[config.mk]
export PLATFORM = sky130hd
export DESIGN_NAME = uart_rx_config_set
export DESIGN_NICKNAME = d
export VERILOG_FILES = /design/src/rtl/uart_pkg.sv /design/src/rtl/uart_rx_os.sv /design/src/rtl/uart_rx_config_set.sv
export SDC_FILE = /design/constraint.sdc
export NUM_CORES = 1
export LEC_CHECK = 0
export CAP_MARGIN = 20
export CORE_ASPECT_RATIO = 0.5
export CORE_MARGIN = 2
export CORE_UTILIZATION = 35
export CTS_CLUSTER_DIAMETER = 100
export DETAILED_ROUTE_END_ITERATION = 12
export MAX_ROUTING_LAYER = met4
export PLACE_DENSITY = 0.61
export SYNTH_ARGS = -nofsm -noshare
export SYNTH_HDL_FRONTEND = slang
export SYNTH_SLANG_ARGS = --single-unit
[constraint.sdc]
create_clock -name clk10mhz -period 2.35 [get_ports clk10mhz]
set_clock_uncertainty 0.1 [all_clocks]
set_input_delay 0.3525 -clock clk10mhz [delete_from_list [all_inputs] [get_ports clk10mhz]]
set_output_delay 0.3525 -clock clk10mhz [all_outputs]
set_load 0.1 [all_outputs]
[src/rtl/uart_pkg.sv]
// Shared constants and state encodings for the UART config receive path.
package uart_pkg;

  localparam int unsigned CLK_HZ       = 10_000_000;
  localparam int unsigned BAUD         = 115_200;
  // System clocks per UART bit, rounded to nearest (87 at 10 MHz / 115200).
  localparam int unsigned CLKS_PER_BIT = (CLK_HZ + BAUD / 2) / BAUD;

  localparam int unsigned CNT_W = 7;
  localparam logic [CNT_W-1:0] BIT_LAST  = CNT_W'(CLKS_PER_BIT - 1);
  localparam logic [CNT_W-1:0] HALF_LAST = CNT_W'(CLKS_PER_BIT / 2 - 1);

  localparam logic [7:0] CMD_SET = 8'h53;  // 'S': next byte goes to busNow
  localparam logic [7:0] CMD_DEF = 8'h44;  // 'D': restore busNow from busDefault

  typedef enum logic [2:0] {
    R_IDLE  = 3'd0,
    R_START = 3'd1,
    R_DATA  = 3'd2,
    R_STOP  = 3'd3,
    R_BREAK = 3'd4
  } rx_state_e;

  typedef enum logic [0:0] {
    P_IDLE = 1'b0,
    P_VAL  = 1'b1
  } parse_state_e;

endpackage

[src/rtl/uart_rx_os.sv]
// 8N1 UART receiver: two-flop input synchroniser plus oversampling receive FSM.
module uart_rx_os
  import uart_pkg::*;
(
  input  logic       clk,
  input  logic       rst_n,
  input  logic       rx_in,
  output logic [7:0] rx_data,
  output logic       rx_valid,
  output logic       frame_err
);

  logic             sync1_q, sync2_q;
  logic             rx_s;
  rx_state_e        state_q, state_d;
  logic [CNT_W-1:0] cnt_q, cnt_d;
  logic [2:0]       bit_idx_q, bit_idx_d;
  logic [7:0]       shift_q, shift_d;
  logic [7:0]       data_q, data_d;
  logic             valid_q, valid_d;
  logic             ferr_q, ferr_d;

  assign rx_s = sync2_q;

  // Synchronise the asynchronous serial pin; idle-high reset value avoids a false start.
  always_ff @(posedge clk or negedge rst_n) begin
    if (!rst_n) begin
      sync1_q <= 1'b1;
      sync2_q <= 1'b1;
    end else begin
      sync1_q <= rx_in;
      sync2_q <= sync1_q;
    end
  end

  // Receive FSM state, counters, shift register and registered strobes.
  always_ff @(posedge clk or negedge rst_n) begin
    if (!rst_n) begin
      state_q   <= R_IDLE;
      cnt_q     <= '0;
      bit_idx_q <= 3'd0;
      shift_q   <= 8'h00;
      data_q    <= 8'h00;
      valid_q   <= 1'b0;
      ferr_q    <= 1'b0;
    end else begin
      state_q   <= state_d;
      cnt_q     <= cnt_d;
      bit_idx_q <= bit_idx_d;
      shift_q   <= shift_d;
      data_q    <= data_d;
      valid_q   <= valid_d;
      ferr_q    <= ferr_d;
    end
  end

  // Next-state logic: sample mid-bit, LSB first; leave the stop bit at its middle
  // so a back-to-back start edge is not missed.
  always_comb begin
    state_d   = state_q;
    cnt_d     = cnt_q;
    bit_idx_d = bit_idx_q;
    shift_d   = shift_q;
    data_d    = data_q;
    valid_d   = 1'b0;
    ferr_d    = 1'b0;
    case (state_q)
      R_IDLE: begin
        cnt_d     = '0;
        bit_idx_d = 3'd0;
        if (!rx_s) begin
          state_d = R_START;
        end else begin
          state_d = R_IDLE;
        end
      end
      R_START: begin
        if (cnt_q == HALF_LAST) begin
          cnt_d = '0;
          if (!rx_s) begin
            state_d = R_DATA;
          end else begin
            state_d = R_IDLE;  // too short to be a start bit
          end
        end else begin
          cnt_d = cnt_q + CNT_W'(1);
        end
      end
      R_DATA: begin
        if (cnt_q == BIT_LAST) begin
          cnt_d     = '0;
          shift_d   = {rx_s, shift_q[7:1]};
          bit_idx_d = bit_idx_q + 3'd1;
          if (bit_idx_q == 3'd7) begin
            state_d = R_STOP;
          end else begin
            state_d = R_DATA;
          end
        end else begin
          cnt_d = cnt_q + CNT_W'(1);
        end
      end
      R_STOP: begin
        if (cnt_q == BIT_LAST) begin
          cnt_d = '0;
          if (rx_s) begin
            data_d  = shift_q;
            valid_d = 1'b1;
            state_d = R_IDLE;
          end else begin
            ferr_d  = 1'b1;
            state_d = R_BREAK;
          end
        end else begin
          cnt_d = cnt_q + CNT_W'(1);
        end
      end
      R_BREAK: begin
        cnt_d = '0;
        if (rx_s) begin
          state_d = R_IDLE;
        end else begin
          state_d = R_BREAK;
        end
      end
      default: begin
        state_d = R_IDLE;
        cnt_d   = '0;
      end
    endcase
  end

  assign rx_data   = data_q;
  assign rx_valid  = valid_q;
  assign frame_err = ferr_q;

endmodule

[src/rtl/uart_rx_config_set.sv]
// UART receiver plus command parser that drives the live config bus busNow.
module uart_rx_config_set
  import uart_pkg::*;
(
  input  logic       clk10mhz,
  input  logic       nRst,
  input  logic       uRx,
  input  logic [7:0] busDefault,
  output logic [7:0] busNow,
  output logic [7:0] rxData8,
  output logic       rxValid,
  output logic       frameErr,
  output logic       cfgUpd
);

  logic [7:0]   rx_data_s;
  logic         rx_valid_s;
  logic         frame_err_s;
  parse_state_e pstate_q, pstate_d;
  logic [7:0]   bus_q, bus_d;
  logic         upd_q, upd_d;
  logic         loaded_q, loaded_d;

  uart_rx_os u_rx (
    .clk       (clk10mhz),
    .rst_n     (nRst),
    .rx_in     (uRx),
    .rx_data   (rx_data_s),
    .rx_valid  (rx_valid_s),
    .frame_err (frame_err_s)
  );

  // Parser state, config bus, update strobe and post-reset load flag.
  always_ff @(posedge clk10mhz or negedge nRst) begin
    if (!nRst) begin
      pstate_q <= P_IDLE;
      bus_q    <= 8'h00;
      upd_q    <= 1'b0;
      loaded_q <= 1'b0;
    end else begin
      pstate_q <= pstate_d;
      bus_q    <= bus_d;
      upd_q    <= upd_d;
      loaded_q <= loaded_d;
    end
  end

  // Command parser: first cycle out of reset seeds busNow silently, then
  // 'S' arms a value load and 'D' restores the default.
  always_comb begin
    pstate_d = pstate_q;
    bus_d    = bus_q;
    upd_d    = 1'b0;
    loaded_d = loaded_q;
    if (!loaded_q) begin
      bus_d    = busDefault;
      loaded_d = 1'b1;
      pstate_d = P_IDLE;
    end else begin
      case (pstate_q)
        P_IDLE: begin
          if (rx_valid_s) begin
            if (rx_data_s == CMD_SET) begin
              pstate_d = P_VAL;
            end else if (rx_data_s == CMD_DEF) begin
              bus_d = busDefault;
              upd_d = 1'b1;
            end else begin
              pstate_d = P_IDLE;
            end
          end else begin
            pstate_d = P_IDLE;
          end
        end
        P_VAL: begin
          if (rx_valid_s) begin
            bus_d    = rx_data_s;
            upd_d    = 1'b1;
            pstate_d = P_IDLE;
          end else if (frame_err_s) begin
            pstate_d = P_IDLE;
          end else begin
            pstate_d = P_VAL;
          end
        end
        default: begin
          pstate_d = P_IDLE;
        end
      endcase
    end
  end

  assign busNow   = bus_q;
  assign cfgUpd   = upd_q;
  assign rxData8  = rx_data_s;
  assign rxValid  = rx_valid_s;
  assign frameErr = frame_err_s;

endmodule

# [Word-level counts from Yosys, hierarchy flattened]
# Cells that the tools add are included.
[word_totals] reg_bits=44 in_bits=11 out_inout_bits=19 elab_cells=77
[classes] add_sub_neg=2 n_eq_ne=16 muxes=37 n_bitwise=1 reduce_logical=8
[op_table] op="$mux 8" n=5
[op_table] op="$mux 1" n=18
[op_table] op="$eq 8x7->1 const B" n=2
[op_table] op="$pmux 8 s2" n=1
[op_table] op="$mux 3" n=5
[op_table] op="$pmux 3 s5" n=1
[op_table] op="$mux 7" n=2
[op_table] op="$pmux 7 s2" n=1
[op_table] op="$add 7x1->7 const B" n=1
[op_table] op="$eq 7x6->1 const B" n=1
[op_table] op="$eq 7x7->1 const B" n=1
[op_table] op="$eq 3x2->1 const B" n=2
[op_table] op="$eq 3x3->1 const B" n=2
[op_table] op="$ne 2x1->1 const B" n=3
[op_table] op="$ne 3x2->1 const B" n=2
[op_table] op="$ne 3x3->1 const B" n=2
[op_table] op="$pmux 3 s2" n=1
[op_table] op="$reduce_and 3->1" n=2
[op_table] op="$pmux 1 s2" n=2
[op_table] op="$reduce_and 2->1" n=2
[op_table] op="$reduce_and 4->1" n=1
[op_table] op="$add 3x1->3 const B" n=1
[op_table] op="$eq 3x1->1 const B" n=1
[op_table] op="$logic_not 3->1" n=1
[op_table] op="other kinds (4)" n=4

# [Logic depth before layout (Yosys ltp)]
[depth] ltp_word=6 depth_mapped=6 mapped_depth_nobuf=5

# [Modules after synthesis]
# Synthesis repeated with hierarchy kept, for this count alone.
[hier_totals] hier_cells=182 hier_area_um2=2209.6
[modules_own_cells] module="uart_rx_os" n_inst=1 cells_per_inst=121 area_per_inst_um2=1511.4 seq_area_each_um2=828.3
[modules_own_cells] module="uart_rx_config_set" n_inst=1 cells_per_inst=61 area_per_inst_um2=698.2 seq_area_each_um2=275.3

# [Worst setup path before layout]
# No wires, ideal clock.
[synth_timing] kind="flip-flop to flip-flop" start="register u_rx.data_q[6] (netlist: u_rx.rx_data[6])" end="register bus_q[0] (netlist: busNow[0])" arrival_ns=2.315 required_time_ns=2.126 slack_ns=-0.188 path_stages_with_launch=5 n_path_buf=1 synth_period_minus_slack_ns=2.538 path_cell_list="dfrtp_1 or4b_4 or4_4 buf_6 o221a_1"
[synth_via] elab_chain_cells=3 elab_cells_between_ends=5 cone_classes="4 x eq/ne; 1 x reduce/logical"
[synth_lines] item="start, declared" line="uart_rx_os.sv:19" text="logic [7:0] data_q, data_d;"
[synth_lines] item="start signal, assigned" line="uart_rx_os.sv:51" text="data_q <= data_d;"
[synth_lines] item="$eq 8x7->1, on equally long branches" line="uart_rx_config_set.sv:65, uart_rx_config_set.sv:63"
[synth_lines] item="$ne 3x3->1 (no line)"
[synth_lines] item="$reduce_and 4->1 (no line) (*)"
[synth_lines] item="end signal, assigned" line="uart_rx_config_set.sv:42" text="bus_q <= bus_d;"
[synth_lines] item="end, declared" line="uart_rx_config_set.sv:20" text="logic [7:0] bus_q, bus_d;"
# Mark *: on every way between the ends. The rest lies on a longest branch, timed or not.
# A chain may end at the register's enable or synchronous reset.

# [Worst setup path in the final report]
[layout_timing] start="register u_rx.cnt_q[0]" end="register u_rx.data_q[1] (netlist: u_rx.rx_data[1])"
[layout_via] elab_chain_cells=2
[layout_lines] item="start, declared" line="uart_rx_os.sv:16" text="logic [CNT_W-1:0] cnt_q, cnt_d;"
[layout_lines] item="start signal, assigned" line="uart_rx_os.sv:48" text="cnt_q <= cnt_d;"
[layout_lines] item="$eq 7x7->1" line="uart_rx_os.sv:104" text="if (cnt_q == BIT_LAST) begin"
[layout_lines] item="$reduce_and 3->1 (no line)"
# No other way between the ends.

==> results.toml <==
[clock_network]
htree_levels = 2
tritoncts = "done"
insertion_delay_ns = 0.28
clkSlewWorstSetupHoldPaths_ns = 0.06
postCtsSetupRepairBufs = 0
cts_buffer_depth = 2
cts_hold_buf = 0
cts_root_buf = "clkbuf_16"
cts.sinks = 44
numCtsBuffers = 5
post_cts_resized = 0

[layout]
area_growth_pct = 25.2
nets = 223
n_antenna_cell = 0
fin_cells = 286
final_area_um2 = 2670
drive_gt1_share_pct = 35.4
utilization_pct = 44.7

[logic_synthesis]
synth_edf_count = 0
synth_top_area_share_pct = 49.2
synth_nets = 190
synth_seq_cells = 44
yosysSeqAreaShare_pct = 51.7
synthAdderAreaFrac_pct = 2.34
synth_area_leaders = "dfrtp_1 (49%), mux2_2 (8.4%), o221a_1 (4.2%)"
synth_top_family_by_area = "simple AND/OR/NAND/NOR gates"
synthCells = 175
yosys.area_share.simple_pct = 17.1
synth_area_per_cell_um2 = 12.2
async_flop_share_pct = 100
yosys_most_used_dff = "dfrtp_1"
synth-compound-area-share_pct = 16.4
synth_xor_area_share_pct = 1.23
yosys_warnings = 0
synth_cell_types = 46
synth.most_common_cell = "dfrtp_1"
synth.area.mux_share_pct = 8.44
synthTopCellsByCount = "dfrtp_1 (42), mux2_2 (16), nand4b_1 (10)"
synth_area_um2 = 2130
yosys.area.top_type = "dfrtp_1"

[floorplan]
die_h_um = 59.2
dieArea_um2 = 6780
core_um2 = 5980
pin_count = 30
std_cell_rows = 20
start_util_pct = 35.7
die_x_um = 114

[sta]
timing.final.hold_violations = 0
final_max_slew_viol_count = 0
setup_ws_ns = 0.258
period_needed_ns = 2.09
relSlewSlack_pct = 52.1
finalCritPeriodShare_pct = 89.0
rsz0062_at_grt = "false"
hold_ws_ns = 0.0225
worstMarginPinSlew_ns = 0.719
tns_ns = 0
fmax_ghz = 0.478
setup_viol = 0

[global_routing]
first_global_vias = 1502
antenna_found_initial = 0
grt_overflow = 0
gr-usage-all-layers_pct = 14.1
grt_pass1_wl_um = 7290
grt_start_max_net_pins = 34

[route]
initialDrtViolationCount = 92
drc = 0
drtPass1Iterations = 4
vias = 1550
wl_um = 4290
via_per_inst = 5.42
wl_per_cell_um = 15.0
postRouteAntennaNets = 0

[worst_setup_path]
critPathTopFamily = "simple AND/OR/NAND/NOR gates"
path_cells = "inv_1, ha_1, nand4bb_1, nor4_4, buf_4, mux2_2"
critPathSlowestCell = "dfrtp_1"
crit_path_end_kind = "flop"
path_class = "flop to flop"
worstPathMaxFanout = 8
cp_num_buf_inv = 2
cp_slowest_stage_delay_ns = 0.41
worstPathArrival_ns = 2.16
critical_path_required_ns = 2.42
worstSetupStartpointType = "flop"

[placement]
dp.cells = 278
routabilityCongestion = 0.798
hpwl_um = 3090
pre_cts_ws_ns = 0.264
portBuffers = 29
place_area_um2 = 2490

[run]
drv_cap = 0

[outcome]
status = "complete, no violations"

[power_and_ir_drop]
finalPower_mw = 1.94
cellPowerDensity_nw_per_um2 = 726
irDropWorstVdd_mv = 0.268
static-leakage-power_nw = 1.17

[worst_hold_path]
hold_path_class = "primary input to async pin"
## area by class of cell
type | instances | area (µm²)
Clock buffer | 7 | 153
Clock inverter | 1 | 30.0
Fill cell | 534 | 3310
Inverter | 2 | 7.51
Multi-Input combinational cell | 118 | 975
Sequential cell | 44 | 1110
Tap cell | 77 | 96.3
Timing Repair Buffer | 37 | 298
## worst paths after layout
check / from / endpoint / slack (ns) / depth (start not counted)
max in group asynchronous: nRst / u_rx.cnt_q[6] / 1.52 / 2
setup reg to reg: u_rx.cnt_q[0] / u_rx.rx_data[1] / 0.26 / 6
hold reg to reg: u_rx.sync1_q / u_rx.rx_s / 0.26 / 0
setup / recovery: u_rx.cnt_q[0] / u_rx.rx_data[1] / 0.26 / 6
min in group clk10mhz: u_rx.sync1_q / u_rx.rx_s / 0.26 / 0
hold / removal: nRst / busNow[7] / 0.02 / 1
## sequential cells by signal, summed over array words and instances, names as in the netlist
register and cells:
busNow 8, u_rx.rx_data 8, u_rx.shift_q 8, u_rx.cnt_q 7
u_rx.bit_idx_q 3, u_rx.state_q 3, cfgUpd 1, loaded_q 1
pstate_q 1, u_rx.frame_err 1, u_rx.rx_s 1, u_rx.rx_valid 1
u_rx.sync1_q 1
## cell usage in the layout, fill, tap and decap left out, types with 2 or more instances in the layout
cell / count
dfstp_2: 2
o221a_2: 8
clkdlybuf4s50_1: 9
dfrtp_2: 8
or3_1: 2
nand4b_1: 10
xor2_1: 2
nand2_1: 8
a311o_1: 2
ha_1: 4
a21oi_1: 9
buf_4: 27
nor3b_1: 3
clkbuf_16: 5
mux2_2: 16
a22oi_1: 2
and2_1: 3
o21ai_1: 2
dfrtp_1: 34
nand3_1: 5
nor2b_1: 3
nand2b_1: 2
nor4_1: 2
o221a_1: 8
clkbuf_8: 2
o21ai_0: 2
nor2_1: 4
inv_1: 2
nor3_1: 2
## routing by layer
| layer | global-route usage (%) | vias up | wire length, µm |
|---|---|---|---|
| met5 | - | - | 0 |
| met4 | 4.18 | 0 | 16 |
| met3 | 3.89 | 2 | 141 |
| met2 | 23.1 | 25 | 2120 |
| met1 | 17.3 | 776 | 2010 |
| li1 | - | 747 | - |
## kinds of logic after synthesis
| family | after synthesis |
|---|---|
| xor+xnor | 3 |
| compound gates | 41 |
| buf+inv | 13 |
| flops | 44 |
| simple gates | 53 |
| mux | 16 |
| other cells | 1 |
| fa+ha+maj | 4 |
## where the power goes
group | switching, mW | internal [mW] | leakage [nW]
clock | 0.280 | 0.560 | 0.0901
combinational | 0.185 | 0.0917 | 0.507
sequential | 0.0352 | 0.789 | 0.572
Power figures use the tool's default switching activity.
